### src/rtl/proc_core_if.sv
// Bundles the run request, instruction/immediate input and display outputs of proc_core.
// Purely combinational wiring; adds no latency.
// No backpressure: Run is simply ignored while an instruction is in flight.
interface proc_core_if;
    logic       Run;
    logic [9:0] DIN;
    logic       Done;
    logic [9:0] BusWires;
    logic [9:0] R0;
    logic [9:0] R1;
    logic [9:0] R2;

    // Stimulus side: drives Run/DIN and observes the processor outputs
    modport master (
        output Run,
        output DIN,
        input  Done,
        input  BusWires,
        input  R0,
        input  R1,
        input  R2
    );

    // Processor side
    modport slave (
        input  Run,
        input  DIN,
        output Done,
        output BusWires,
        output R0,
        output R1,
        output R2
    );
endinterface

### src/rtl/proc_core.sv
// 10-bit multi-cycle register processor: 8 registers, shared bus, mv/mvi/add/sub/and.
// Latency: mv/mvi/nop write 2 edges after Run is sampled, ALU ops 4 edges after.
// Backpressure: Run is sampled only in T0; it is ignored while T1-T3 are in progress.
module proc_core (
    input  logic        Clock,
    input  logic        Reset,
    proc_core_if.slave  io
);

    localparam logic [1:0] T0 = 2'd0;
    localparam logic [1:0] T1 = 2'd1;
    localparam logic [1:0] T2 = 2'd2;
    localparam logic [1:0] T3 = 2'd3;

    localparam logic [3:0] OP_MV  = 4'b0000;
    localparam logic [3:0] OP_MVI = 4'b0001;
    localparam logic [3:0] OP_ADD = 4'b0010;
    localparam logic [3:0] OP_SUB = 4'b0011;
    localparam logic [3:0] OP_AND = 4'b0100;

    logic [1:0] step_q, step_d;
    logic [9:0] ir_q, ir_d;
    logic [9:0] a_q, a_d;
    logic [9:0] g_q, g_d;
    logic [9:0] regs_q [8];

    logic [3:0] opcode;
    logic [2:0] rx_idx;
    logic [2:0] ry_idx;
    logic [9:0] bus;
    logic       done;
    logic       rf_we;

    assign opcode = ir_q[9:6];
    assign rx_idx = ir_q[5:3];
    assign ry_idx = ir_q[2:0];

    // Step sequencer: selects the bus source, the next step and which register loads
    always_comb begin
        step_d = step_q;
        ir_d   = ir_q;
        a_d    = a_q;
        g_d    = g_q;
        bus    = io.DIN;
        done   = 1'b0;
        rf_we  = 1'b0;
        case (step_q)
            T0: begin
                if (io.Run) begin
                    ir_d   = io.DIN;
                    step_d = T1;
                end
            end
            T1: begin
                case (opcode)
                    OP_MV: begin
                        bus    = regs_q[ry_idx];
                        rf_we  = 1'b1;
                        done   = 1'b1;
                        step_d = T0;
                    end
                    OP_MVI: begin
                        bus    = io.DIN;
                        rf_we  = 1'b1;
                        done   = 1'b1;
                        step_d = T0;
                    end
                    OP_ADD, OP_SUB, OP_AND: begin
                        bus    = regs_q[rx_idx];
                        a_d    = bus;
                        step_d = T2;
                    end
                    default: begin
                        // Unused opcodes retire immediately without touching registers
                        done   = 1'b1;
                        step_d = T0;
                    end
                endcase
            end
            T2: begin
                bus = regs_q[ry_idx];
                case (opcode)
                    OP_ADD:  g_d = a_q + bus;
                    OP_SUB:  g_d = a_q + ~bus + 10'd1;
                    default: g_d = a_q & bus;
                endcase
                step_d = T3;
            end
            default: begin
                bus    = g_q;
                rf_we  = 1'b1;
                done   = 1'b1;
                step_d = T0;
            end
        endcase
    end

    // State and register-file update; reset clears everything so an aborted op leaves no trace
    always_ff @(posedge Clock) begin
        if (Reset) begin
            step_q <= T0;
            ir_q   <= '0;
            a_q    <= '0;
            g_q    <= '0;
            for (int i = 0; i < 8; i++) begin
                regs_q[i] <= '0;
            end
        end else begin
            step_q <= step_d;
            ir_q   <= ir_d;
            a_q    <= a_d;
            g_q    <= g_d;
            if (rf_we) begin
                regs_q[rx_idx] <= bus;
            end
        end
    end

    assign io.Done     = done;
    assign io.BusWires = bus;
    assign io.R0       = regs_q[0];
    assign io.R1       = regs_q[1];
    assign io.R2       = regs_q[2];

endmodule

### src/flat_wrapper.sv
// flat-port wrapper written by rule: the top's interface ports become plain ports
module proc_core_flat 
  (Clock, Reset, io_Run, io_DIN, io_Done, io_BusWires, io_R0, io_R1, io_R2);
  proc_core_if io_i ();
  input  logic Clock;
  input  logic Reset;
  input wire logic [$bits(io_i.Run)-1:0] io_Run;
  input wire logic [$bits(io_i.DIN)-1:0] io_DIN;
  output wire logic [$bits(io_i.Done)-1:0] io_Done;
  output wire logic [$bits(io_i.BusWires)-1:0] io_BusWires;
  output wire logic [$bits(io_i.R0)-1:0] io_R0;
  output wire logic [$bits(io_i.R1)-1:0] io_R1;
  output wire logic [$bits(io_i.R2)-1:0] io_R2;
  assign io_i.Run = io_Run;
  assign io_i.DIN = io_DIN;
  assign io_Done = io_i.Done;
  assign io_BusWires = io_i.BusWires;
  assign io_R0 = io_i.R0;
  assign io_R1 = io_i.R1;
  assign io_R2 = io_i.R2;
  proc_core u_core (.Clock(Clock), .Reset(Reset), .io(io_i));
endmodule
### config.mk
export PLATFORM = sky130hd
export DESIGN_NAME = proc_core_flat
export DESIGN_NICKNAME = d
export VERILOG_FILES = /design/src/rtl/proc_core_if.sv /design/src/rtl/proc_core.sv /design/src/flat_wrapper.sv
export SDC_FILE = /design/constraint.sdc
export NUM_CORES = 1
export LEC_CHECK = 0
export ABC_AREA = 1
export BUFFER_PORTS_ARGS = -buffer_cell sky130_fd_sc_hd__buf_2
export CORE_MARGIN = 5
export CORE_UTILIZATION = 40
export CTS_CLUSTER_DIAMETER = 150
export DETAILED_ROUTE_END_ITERATION = 10
export PLACE_DENSITY_LB_ADDON = 0.15
export SLEW_MARGIN = 10
export SYNTH_ARGS = -nofsm -noshare
export SYNTH_HDL_FRONTEND = slang
export SYNTH_SLANG_ARGS = --single-unit
### constraint.sdc
create_clock -name Clock -period 4.53 [get_ports Clock]
set_clock_uncertainty 0.05 [all_clocks]
set_input_delay 1.359 -clock Clock [delete_from_list [all_inputs] [get_ports Clock]]
set_output_delay 1.359 -clock Clock [all_outputs]
set_load 0.05 [all_outputs]
* Yosys cells after proc, flatten, opt, wreduce, memory -nomap -nowiden
Memories as Yosys holds them, arrays and structs flattened. A register that Yosys moved wholly into a read port is not among the register bits.
Cells that the tools add are included.
** Storage, ports and cells
- Bits in writable memories :: 80
- Register bits :: 32
- Bits in latches :: 0
- Output and inout port bits :: 41
- Memories kept :: 1
- Input bits :: 13
- Memory bits (read-only) :: 0
** Cells by class
- Bitwise operators :: 2
- Div/mod/pow operators :: 0
- Multipliers :: 0
- Reductions and logical operators :: 8
- $add $sub $neg :: 3
- Equality and inequality tests :: 7
- Muxes and demuxes :: 22
- $lt $le $gt $ge :: 0
- Shift-type cells :: 0
** Memories
- u_core.regs_q :: words 8, bits a word 10, read ports 5, clocked after memory_dff 2, wr ports 8, RTL line proc_core.sv:25 : logic [9:0] regs_q [8];
** Operators by type and width (number)
- $pmux W10 S2 :: 2
- $pmux W10 S3 :: 1
- $add A10 B10 Y10 :: 2
- $mux W3 :: 5
- $add A10 B1 Y10 const B :: 1
- $and A10 B10 Y10 :: 1
- $mux W10 :: 1
- $not A10 Y10 :: 1
- $reduce_or A10 Y1 :: 1
- $eq A4 B2 Y1 const B :: 2
- $mux W1 :: 8
- $pmux W2 S3 :: 1
- $eq A4 B1 Y1 const B :: 1
- $eq A4 B3 Y1 const B :: 1
- $logic_not A4 Y1 :: 1
- $mux W2 :: 2
- $pmux W1 S2 :: 2
- $reduce_and A2 Y1 :: 2
- $reduce_or A2 Y1 :: 2
- $reduce_or A3 Y1 :: 1
- $eq A2 B1 Y1 const B :: 1
- $eq A2 B2 Y1 const B :: 1
- $logic_not A2 Y1 :: 1
- $ne A2 B2 Y1 const B :: 1

* Longest topological paths before layout
Gate-level depths: netlist of run 1.
- Depth in word-level cells :: 9
- Mapped depth :: 22
- Depth with buffers taken out :: 19

* Worst setup path before layout of run 1
Ideal clock, no wire load.
- Kind :: input port to output port
- From :: input io_DIN[4]
- To :: output io_BusWires[4]
- Required time :: 3.121 ns
- Arrival :: 2.014 ns
- Slack :: 1.107 ns
- Stages :: 6
- Buffers on the path :: 0
- Path through :: nand2_1 -> nand2_1 -> a21oi_1 -> nand2_2 -> nand2_4 -> inv_1
** Between the ends
- Longest elaborated chain between the ends :: 2
** Ends and longest elaborated chain
- from (decl) :: RTL line flat_wrapper.sv:8 : input wire logic [$bits(io_i.DIN)-1:0] io_DIN;
- $pmux W10 S2 :: RTL line proc_core.sv:55 : case (opcode)
- $pmux W10 S3 (*) :: RTL line proc_core.sv:47 : case (step_q)
- to (decl) :: RTL line flat_wrapper.sv:10 : output wire logic [$bits(io_i.BusWires)-1:0] io_BusWires;
Every way passes the cells marked *; elsewhere a longest branch is shown, timed or not.

==> results.toml, run 1 <==
[run]
drv.max_cap_violation_count = 0

[sta]
min_period_ns = 4.04
timing.slew.headroom = 0.583
achievable-frequency_mhz = 248
finalSetupViolations = 0
tightest_slew_ns = 0.624
hold_ws_ns = 0.420
rsz0062_at_grt = "no"
post-route-period-util = 0.891
hold_violations = 0
drv_slew = 0
setup_tns_ns = 0

[global_route]
first_global_vias = 7122
global_route_hottest_layer = "met2"
grt_first_pass_wirelength_mm = 41.1
met2_usage = 0.397
antenna_found_initial = 0
grt_start_max_net_pins = 46
groute.layer.met3.usage = 0.0533
met1_usage = 0.323
globalRouteOverflowTotal = 0
grt_util_all_layers = 0.247

[logic_synthesis]
seq_area_frac_synth = 0.416
syn_area_um2 = 7610
netlist-cell-type-count = 38
post_synth_inst_count = 1089
share_of_the_synthesized_area_in_the_top_cell_type = 0.316
yosysWarnings = 0
postSynthAreaPerCell_um2 = 6.99
synth.ff_latch_count = 118
synthDominantAreaCellType = "sky130_fd_sc_hd__edfxtp_1"
yosys-top-cells-area = "sky130_fd_sc_hd__edfxtp_1 32%, sky130_fd_sc_hd__nand2_1 15%, sky130_fd_sc_hd__nand3_1 11%, sky130_fd_sc_hd__dfxtp_1 10%, sky130_fd_sc_hd__inv_1 7.4%"
synth_nets = 1125

[critical_path]
critPathArrivalTime_ns = 2.63
setup.worst_path.end_class = "output port"
critPathRequiredTime_ns = 3.12
worst_setup_path_start_kind = "register"
path_class = "register to output port"
crit_path_max_fanout = 34

[placed_design]
count_of_buffers_from_port_buffering = 53
dpl.cell_count = 1347
dp.final_hpwl_mm = 19.9
routabilityCongestion = 0.984

[detailed_routing]
num_vias = 7349
detail_route.drc_violations = 0
antenna_left = 0
drt-total-wl_mm = 26.7
drt-wirelength-per-cell_um = 19.3
1st_pass_router_iterations = 5
detail_route.vias_per_cell = 5.33
drt_iter0_drc = 717

[die]
start_util = 0.407
floorplan.die_area_um2 = 21900
core-area_um2 = 18700
die_height_um = 148
placementRows = 50
die_x_um = 148
io_pins = 54

[cts]
count_of_buffers_added_by_post_cts_timing_repair_for_setup = 0
post_cts.resized_instances = 0
cts-htree-levels = 4
cts_buffer_depth = 2
clock-root-buffer = "sky130_fd_sc_hd__clkbuf_16"
hold_buffers = 0
cts.sink_count = 118
cts_made_buffers = 17
clk-insertion-delay-late_ns = 0.43
cts_tree = "yes"
clkTransAtPathRegs_ns = 0.06

[finish]
stdcell_count = 1379
nFillCells = 1905
post_route_cells_drive_above_1_share = 0.122
ff_latch_area_um2 = 3160
diodes = 0
layout.nets = 1168
areaGrowthSynthToFinish_pct = 13.4
multi_input_comb_area_um2 = 3560

[min_path]
hold_path_class = "register to register"

[power]
power.density_cell_area_nw_per_um2 = 390
irDropWorstVdd_mv = 0.253
p_leak_nw = 4.10

[run_status]
outcome = "finished clean"
[through the flow]
| stage | power, mW | cell area, um^2 | setup slack (ns) | utilization |
|---|---|---|---|---|
| 2_1_floorplan | 1.79 | 7610 | 1.11 | - |
| 3_3_place_gp | 2.05 | 8050 | 0.814 | 0.431 |
| 3_5_place_dp | 2.04 | 8050 | 0.807 | 0.431 |
| 4_1_cts | 3.37 | 8630 | 0.521 | 0.461 |
| 5_1_grt | 3.51 | 8630 | 0.261 | 0.461 |
| 6_report | 3.37 | 8630 | 0.492 | 0.461 |
[area by class of cell]
| type | instances | area share |
|---|---|---|
| Clock buffer | 17 | 0.0493 |
| Clock inverter | 15 | 0.0177 |
| Inverter | 160 | 0.0702 |
| Multi-Input combinational cell | 760 | 0.413 |
| Sequential cell | 118 | 0.366 |
| Tap cell | 234 | 0.0339 |
| Timing Repair Buffer | 75 | 0.0499 |
[synth_stat cells]
master,instances
sky130_fd_sc_hd__nand2_1,299
sky130_fd_sc_hd__buf_4,4
sky130_fd_sc_hd__ha_1,21
sky130_fd_sc_hd__inv_1,151
sky130_fd_sc_hd__o22ai_1,1
sky130_fd_sc_hd__fa_1,2
sky130_fd_sc_hd__inv_2,4
sky130_fd_sc_hd__a32oi_1,1
sky130_fd_sc_hd__a21oi_1,48
sky130_fd_sc_hd__o21ai_1,6
sky130_fd_sc_hd__clkbuf_1,24
sky130_fd_sc_hd__a21oi_2,1
sky130_fd_sc_hd__o21ai_0,21
sky130_fd_sc_hd__nand2_4,1
sky130_fd_sc_hd__edfxtp_1,80
sky130_fd_sc_hd__and2_4,3
sky130_fd_sc_hd__a211oi_1,5
sky130_fd_sc_hd__nor2_2,7
sky130_fd_sc_hd__nor2_1,138
sky130_fd_sc_hd__a21o_1,1
sky130_fd_sc_hd__nand4_1,4
sky130_fd_sc_hd__and2_1,3
sky130_fd_sc_hd__o21a_1,3
sky130_fd_sc_hd__a31oi_1,3
sky130_fd_sc_hd__clkbuf_2,2
sky130_fd_sc_hd__nand2_2,15
sky130_fd_sc_hd__clkinv_1,4
sky130_fd_sc_hd__dfxtp_1,38
sky130_fd_sc_hd__buf_6,7
sky130_fd_sc_hd__nor2_4,1
sky130_fd_sc_hd__nand3_1,163
sky130_fd_sc_hd__nand3b_1,2
sky130_fd_sc_hd__or2_2,3
sky130_fd_sc_hd__nor3_1,3
sky130_fd_sc_hd__o211ai_1,4
sky130_fd_sc_hd__inv_6,1
sky130_fd_sc_hd__o21bai_1,1
sky130_fd_sc_hd__buf_2,14
[worst paths after layout]
kind                   from  cells after the start  slack (ns)              to
max reg2reg        register                     17        1.36   u_core.g_q[8]
min          u_core.ir_q[1]                      2        0.42        register
min reg2reg  u_core.ir_q[1]                      2        0.42        register
max                register                     11        0.49  io_BusWires[4]
[power by group]
| group | switching [mW] | total [mW] | internal, mW |
|---|---|---|---|
| Clock | 0.523 | 1.33 | 0.810 |
| Combinational | 0.592 | 0.800 | 0.208 |
| Sequential | 0.0377 | 1.23 | 1.20 |
| Total | 1.15 | 3.37 | 2.22 |
[state kept, by name, indices dropped and copies added (netlist names), named ones only]
name and cells:
u_core.step_q 2, u_core.regs_q 80, u_core.g_q 10, u_core.ir_q 10, u_core.a_q 10
[critical path: stages (launching register included)]
cell and delay (ns):
sky130_fd_sc_hd__dfxtp_1 0.62, sky130_fd_sc_hd__buf_4 0.42, sky130_fd_sc_hd__a21oi_1 0.11, sky130_fd_sc_hd__o21ai_0 0.08, sky130_fd_sc_hd__nand2_1 0.08, sky130_fd_sc_hd__nor2_1 0.13
sky130_fd_sc_hd__nor2_1 0.09, sky130_fd_sc_hd__a21oi_1 0.15, sky130_fd_sc_hd__nand2_2 0.08, sky130_fd_sc_hd__nand2_4 0.17, sky130_fd_sc_hd__inv_1 0.06, sky130_fd_sc_hd__buf_2 0.21
[per-layer routing]
| metal | up-vias | routed length (um) |
|---|---|---|
| li1 | 3558 | - |
| met2 | 341 | 12100 |
| met3 | 62 | 2170 |
| met1 | 3388 | 11200 |
| met4 | 0 | 1150 |
| met5 | - | 0 |
[cell usage in the layout, fill, tap and decap left out, types with 17 or more instances in the layout]
cell | Yosys | layout
sky130_fd_sc_hd__nand2_1 | 299 | 299
sky130_fd_sc_hd__nand3_1 | 163 | 163
sky130_fd_sc_hd__inv_1 | 151 | 151
sky130_fd_sc_hd__nor2_1 | 138 | 138
sky130_fd_sc_hd__edfxtp_1 | 80 | 80
sky130_fd_sc_hd__buf_2 | 14 | 53
sky130_fd_sc_hd__a21oi_1 | 48 | 48
sky130_fd_sc_hd__dfxtp_1 | 38 | 38
sky130_fd_sc_hd__buf_4 | 4 | 22
sky130_fd_sc_hd__o21ai_0 | 21 | 21
sky130_fd_sc_hd__ha_1 | 21 | 21
sky130_fd_sc_hd__clkbuf_16 | 0 | 17
[cells by family after synthesis]
group | after synthesis | synth area share
AO/OA/AOI/OAI | 95 | 0.0687
buffers and inverters | 211 | 0.116
AND/OR/NAND/NOR | 642 | 0.359
adder cells (fa/ha/maj) | 23 | 0.0398
flip-flops | 118 | 0.416
Power figures use the tool's default switching activity.
==> run 2: changes to the inputs <==
- BUFFER_PORTS_ARGS: -buffer_cell sky130_fd_sc_hd__buf_2 -> -buffer_cell sky130_fd_sc_hd__clkbuf_2
==> results.toml, run 2 (same netlist as run 1, synthesis figures left out) <==
[placed_design]
count_of_buffers_from_port_buffering = 53
postPlaceCellArea_um2 = 8050
detailedPlace.worstSlack_ns = 0.786
routabilityCongestion = 0.955
dp.final_hpwl_mm = 19.8

[power]
irDropWorstVdd_mv = 0.232
power.density_cell_area_nw_per_um2 = 392
p_leak_nw = 4.12

[die]
die_height_um = 148
floorplan.die_area_um2 = 21900
die_x_um = 148
core-area_um2 = 18700
io_pins = 54
start_util = 0.407
placementRows = 50

[sta]
timing.slew.headroom = 0.574
rsz0062_at_grt = "no"
tightest_slew_ns = 0.638
min_period_ns = 4.05
setup_tns_ns = 0
setup_ws_ns = 0.477
drv_slew = 0
hold_violations = 0
post-route-period-util = 0.895
finalSetupViolations = 0
achievable-frequency_mhz = 247

[cts]
clock-root-buffer = "sky130_fd_sc_hd__clkbuf_16"
cts.sink_count = 118
post_cts.resized_instances = 0
clk-insertion-delay-late_ns = 0.43
cts_made_buffers = 17
hold_buffers = 0
clkTransAtPathRegs_ns = 0.05
cts_tree = "yes"
cts-htree-levels = 4
cts_buffer_depth = 2
count_of_buffers_added_by_post_cts_timing_repair_for_setup = 0

[finish]
post_route_cells_drive_above_1_share = 0.124
layout.nets = 1168
areaGrowthSynthToFinish_pct = 13.6
regMostFlops = "u_core.regs_q"
nFillCells = 1949
diodes = 0
layout_commonest_cell = "sky130_fd_sc_hd__nand2_1"
design_area_um2 = 8640
largest_reg_flops = 80
post-route-util = 0.462
mostFrequentLayoutCells = "299 x sky130_fd_sc_hd__nand2_1, 163 x sky130_fd_sc_hd__nand3_1, 151 x sky130_fd_sc_hd__inv_1, 138 x sky130_fd_sc_hd__nor2_1, 80 x sky130_fd_sc_hd__edfxtp_1"

[global_route]
grt_start_max_net_pins = 36
first_global_vias = 6906
globalRouteOverflowTotal = 0
antenna_found_initial = 0
grt_first_pass_wirelength_mm = 40.6
grt_util_all_layers = 0.246

[min_path]
hold_path_class = "register to register"

[detailed_routing]
detail_route.drc_violations = 0
detail_route.vias_per_cell = 5.21
drt-wirelength-per-cell_um = 19.1
antenna_left = 0
drt-total-wl_mm = 26.3
num_vias = 7180
1st_pass_router_iterations = 7
drt_iter0_drc = 598

[critical_path]
critPathRequiredTime_ns = 3.12
worst_setup_path_start_kind = "register"
setup.worst_path.end_class = "output port"
path_class = "register to output port"
critPathArrivalTime_ns = 2.64
crit_path_max_fanout = 24

[run]
drv.max_cap_violation_count = 0

[run_status]
outcome = "finished clean"
==> run 2: cell count changes in the layout (fill, tap and decap cells not counted), sizes merged <==
cell / change
buf: -53
bufinv: -1
clkbuf: +58
clkinv: -2
clkinvlp: -1
inv: -1
==> run 2: path summary, 6_finish.rpt <==
| check | startpoint | end | slack [ns] | depth (start not counted) |
|---|---|---|---|---|
| max | register | io_BusWires[8] | 0.48 | 11 |
| min | u_core.ir_q[1] | u_core.ir_q[1] | 0.43 | 2 |
| max reg2reg | register | u_core.g_q[8] | 1.31 | 16 |
| min reg2reg | u_core.ir_q[1] | u_core.ir_q[1] | 0.43 | 2 |
==> run 2: area by class of cell <==
type	instances	area, um^2	share of cell area
multi-input cells	760	3560	0.412
flip-flops and latches	118	3160	0.366
clock buffers	22	500	0.0579
repair buffers	75	430	0.0498
clock inverters	10	91.3	0.0106
well taps	234	293	0.0339
inverters	160	606	0.0701
==> run 2: metrics by stage <==
step	power, mW	hold slack [ns]	instances
after detailed placement	2.05	0.423	1347
final	3.39	0.429	1379
after CTS	3.39	0.431	1379
after global routing	3.54	0.469	1379
after global placement	2.06	0.411	1347
after floorplan	1.79	0.395	1089
==> run 2: power breakdown <==
group	leakage, nW	switching, mW	internal, mW	total (mW)
Combinational	2.69	0.608	0.209	0.816
Clock	0.295	0.504	0.841	1.35
Sequential	1.14	0.0334	1.20	1.23
Total	4.12	1.15	2.25	3.39
==> run 2: critical path, cell delays in order (launching register included) <==
cell and delay, ns:
sky130_fd_sc_hd__dfxtp_1 0.57, sky130_fd_sc_hd__buf_4 0.36, sky130_fd_sc_hd__nand2_1 0.09, sky130_fd_sc_hd__nand3_1 0.14, sky130_fd_sc_hd__nand3_1 0.15, sky130_fd_sc_hd__nand2_2 0.21
sky130_fd_sc_hd__nand2_1 0.07, sky130_fd_sc_hd__a21oi_1 0.13, sky130_fd_sc_hd__nand2_1 0.07, sky130_fd_sc_hd__nand2_2 0.14, sky130_fd_sc_hd__inv_1 0.05, sky130_fd_sc_hd__clkbuf_2 0.23
==> run 2: layer usage <==
metal  vias up  part of all wire  global-route usage
li1       3553                 -                   -
met1      3281              0.44               0.330
met2       283              0.46               0.388
met3        63             0.058              0.0408
met4         0             0.046               0.121
met5         -                 0                   0
==> run 3: changes to the inputs <==
- CAP_MARGIN: default -> 5
- CTS_BUF_LIST: default -> sky130_fd_sc_hd__clkbuf_16
==> results.toml, run 3 (same netlist as run 1, synthesis figures left out) <==
[power]
fraction_of_power_consumed_by_the_clock_network = 0.393
irDropWorstVdd_mv = 0.234
power_frac_seq = 0.365
internal-power_mw = 2.22
power.density_cell_area_nw_per_um2 = 390
switchingPower_mw = 1.15
power_switching_share = 0.342
power.combinational.fraction = 0.242
p_leak_nw = 4.12

[cts]
cts_buffer_depth = 2
clk-insertion-delay-late_ns = 0.43
clkTransAtPathRegs_ns = 0.05
cts.sink_count = 118
count_of_buffers_added_by_post_cts_timing_repair_for_setup = 0
cts-htree-levels = 4
cts_tree = "yes"
hold_buffers = 0
post_cts.resized_instances = 0
clock-root-buffer = "sky130_fd_sc_hd__clkbuf_16"
cts_made_buffers = 17

[detailed_routing]
1st_pass_router_iterations = 5
detail_route.vias_per_cell = 5.23
detail_route.drc_violations = 0
num_vias = 7219
wirelength_met1_mm = 11.6
highest_layer = "met4"
antenna_left = 0
drt-total-wl_mm = 26.4
routed-wl-met2_mm = 12.1
routed-wl-met3_mm = 1.54
drt_iter0_drc = 611
drt-wirelength-per-cell_um = 19.1

[global_route]
first_global_vias = 6892
antenna_found_initial = 0
grt_start_max_net_pins = 36
grt_first_pass_wirelength_mm = 40.6
grt_util_all_layers = 0.246
globalRouteOverflowTotal = 0

[sta]
achievable-frequency_mhz = 247
hold_violations = 0
setup_tns_ns = 0
timing.slew.headroom = 0.570
rsz0062_at_grt = "no"
finalSetupViolations = 0
min_period_ns = 4.05
post-route-period-util = 0.893
drv_slew = 0
tightest_slew_ns = 0.645

[placed_design]
dp.final_hpwl_mm = 19.8
dpl.cell_count = 1347
count_of_buffers_from_port_buffering = 53
routabilityCongestion = 0.955

[finish]
regMostFlops = "u_core.regs_q"
diodes = 0
layout.nets = 1168
stdcell_count = 1379
largest_reg_flops = 80
areaGrowthSynthToFinish_pct = 13.4
mostFrequentLayoutCells = "299 x sky130_fd_sc_hd__nand2_1, 163 x sky130_fd_sc_hd__nand3_1, 153 x sky130_fd_sc_hd__inv_1, 138 x sky130_fd_sc_hd__nor2_1, 80 x sky130_fd_sc_hd__edfxtp_1"
post_route_cells_drive_above_1_share = 0.123
layout_commonest_cell = "sky130_fd_sc_hd__nand2_1"

[die]
floorplan.die_area_um2 = 21900
core-area_um2 = 18700
placementRows = 50
die_x_um = 148
io_pins = 54
die_height_um = 148
start_util = 0.407

[critical_path]
crit_path_max_fanout = 24
worst_setup_path_start_kind = "register"
reg2reg_setup_slack_ns = 1.32
endpoint_of_the_most_critical_setup_path = "io_BusWires[5]"
setup.worst_path.end_class = "output port"
path_class = "register to output port"
critPathRequiredTime_ns = 3.12
worstReg2RegEnd = "u_core.g_q[8]"
critPathArrivalTime_ns = 2.64
worst-r2r-cell-count = 16

[run_status]
outcome = "finished clean"

[run]
drv.max_cap_violation_count = 0

[min_path]
hold_path_class = "register to register"
[run 3: cell count changes in the layout (fill, tap and decap cells not counted)]
| cell | before | now |
|---|---|---|
| sky130_fd_sc_hd__clkbuf_1 | 1 | 0 |
| sky130_fd_sc_hd__inv_2 | 4 | 5 |
| sky130_fd_sc_hd__clkbuf_8 | 1 | 0 |
| sky130_fd_sc_hd__inv_1 | 151 | 153 |
| sky130_fd_sc_hd__clkbuf_4 | 1 | 0 |
[run 3: critical path, stage by stage, from the launching register on]
cell and delay [ns]:
sky130_fd_sc_hd__dfxtp_1 0.58, sky130_fd_sc_hd__buf_4 0.36, sky130_fd_sc_hd__nand2_1 0.09, sky130_fd_sc_hd__nand3_1 0.13, sky130_fd_sc_hd__nand3_1 0.15, sky130_fd_sc_hd__and2_1 0.24
sky130_fd_sc_hd__o21ai_1 0.14, sky130_fd_sc_hd__nand2_1 0.08, sky130_fd_sc_hd__nand2_2 0.15, sky130_fd_sc_hd__inv_1 0.06, sky130_fd_sc_hd__clkbuf_2 0.23
[run 3: worst min-delay path by stage]
stage | depth (start not counted) | from | to
final | 2 | u_core.ir_q[1] | u_core.ir_q[1]
after global routing | 2 | u_core.ir_q[3] | u_core.ir_q[3]
after CTS | 2 | u_core.ir_q[1] | register
after detailed placement | 2 | u_core.ir_q[1] | register
after global placement | 2 | u_core.ir_q[1] | u_core.ir_q[1]
after floorplan | 2 | u_core.ir_q[0] | register
[run 3: layer usage]
layer  vias to the layer above  global-route usage
li1                       3555                   -
met1                      3301               0.330
met2                       304               0.390
met3                        59              0.0420
met4                         0               0.113
met5                         -                   0
[run 3: final cells by class]
class	instances	area, um^2
Tap cell	234	293
Clock buffer	19	475
Inverter	160	606
Sequential cell	118	3160
Timing Repair Buffer	75	430
Fill cell	1947	10100
Clock inverter	13	103
Multi-Input combinational cell	760	3560
[run 3: power by group through the flow]
stage	clock network (mW)	logic, mW	registers (mW)
after floorplan	0	0.510	1.28
after CTS	1.33	0.805	1.23
after global placement	0	0.804	1.25
after global routing	1.40	0.884	1.24
final	1.32	0.816	1.23
after detailed placement	0	0.801	1.25
[run 3: per-stage QoR]
step	utilization	total power, mW	cell area, um^2	setup slack [ns]	hold slack [ns]
after floorplan	-	1.79	7610	1.11	0.395
after global placement	0.431	2.06	8050	0.774	0.411
after detailed placement	0.431	2.05	8050	0.786	0.423
after CTS	0.461	3.37	8630	0.520	0.431
after global routing	0.461	3.52	8630	0.334	0.469
final	0.461	3.37	8630	0.483	0.428
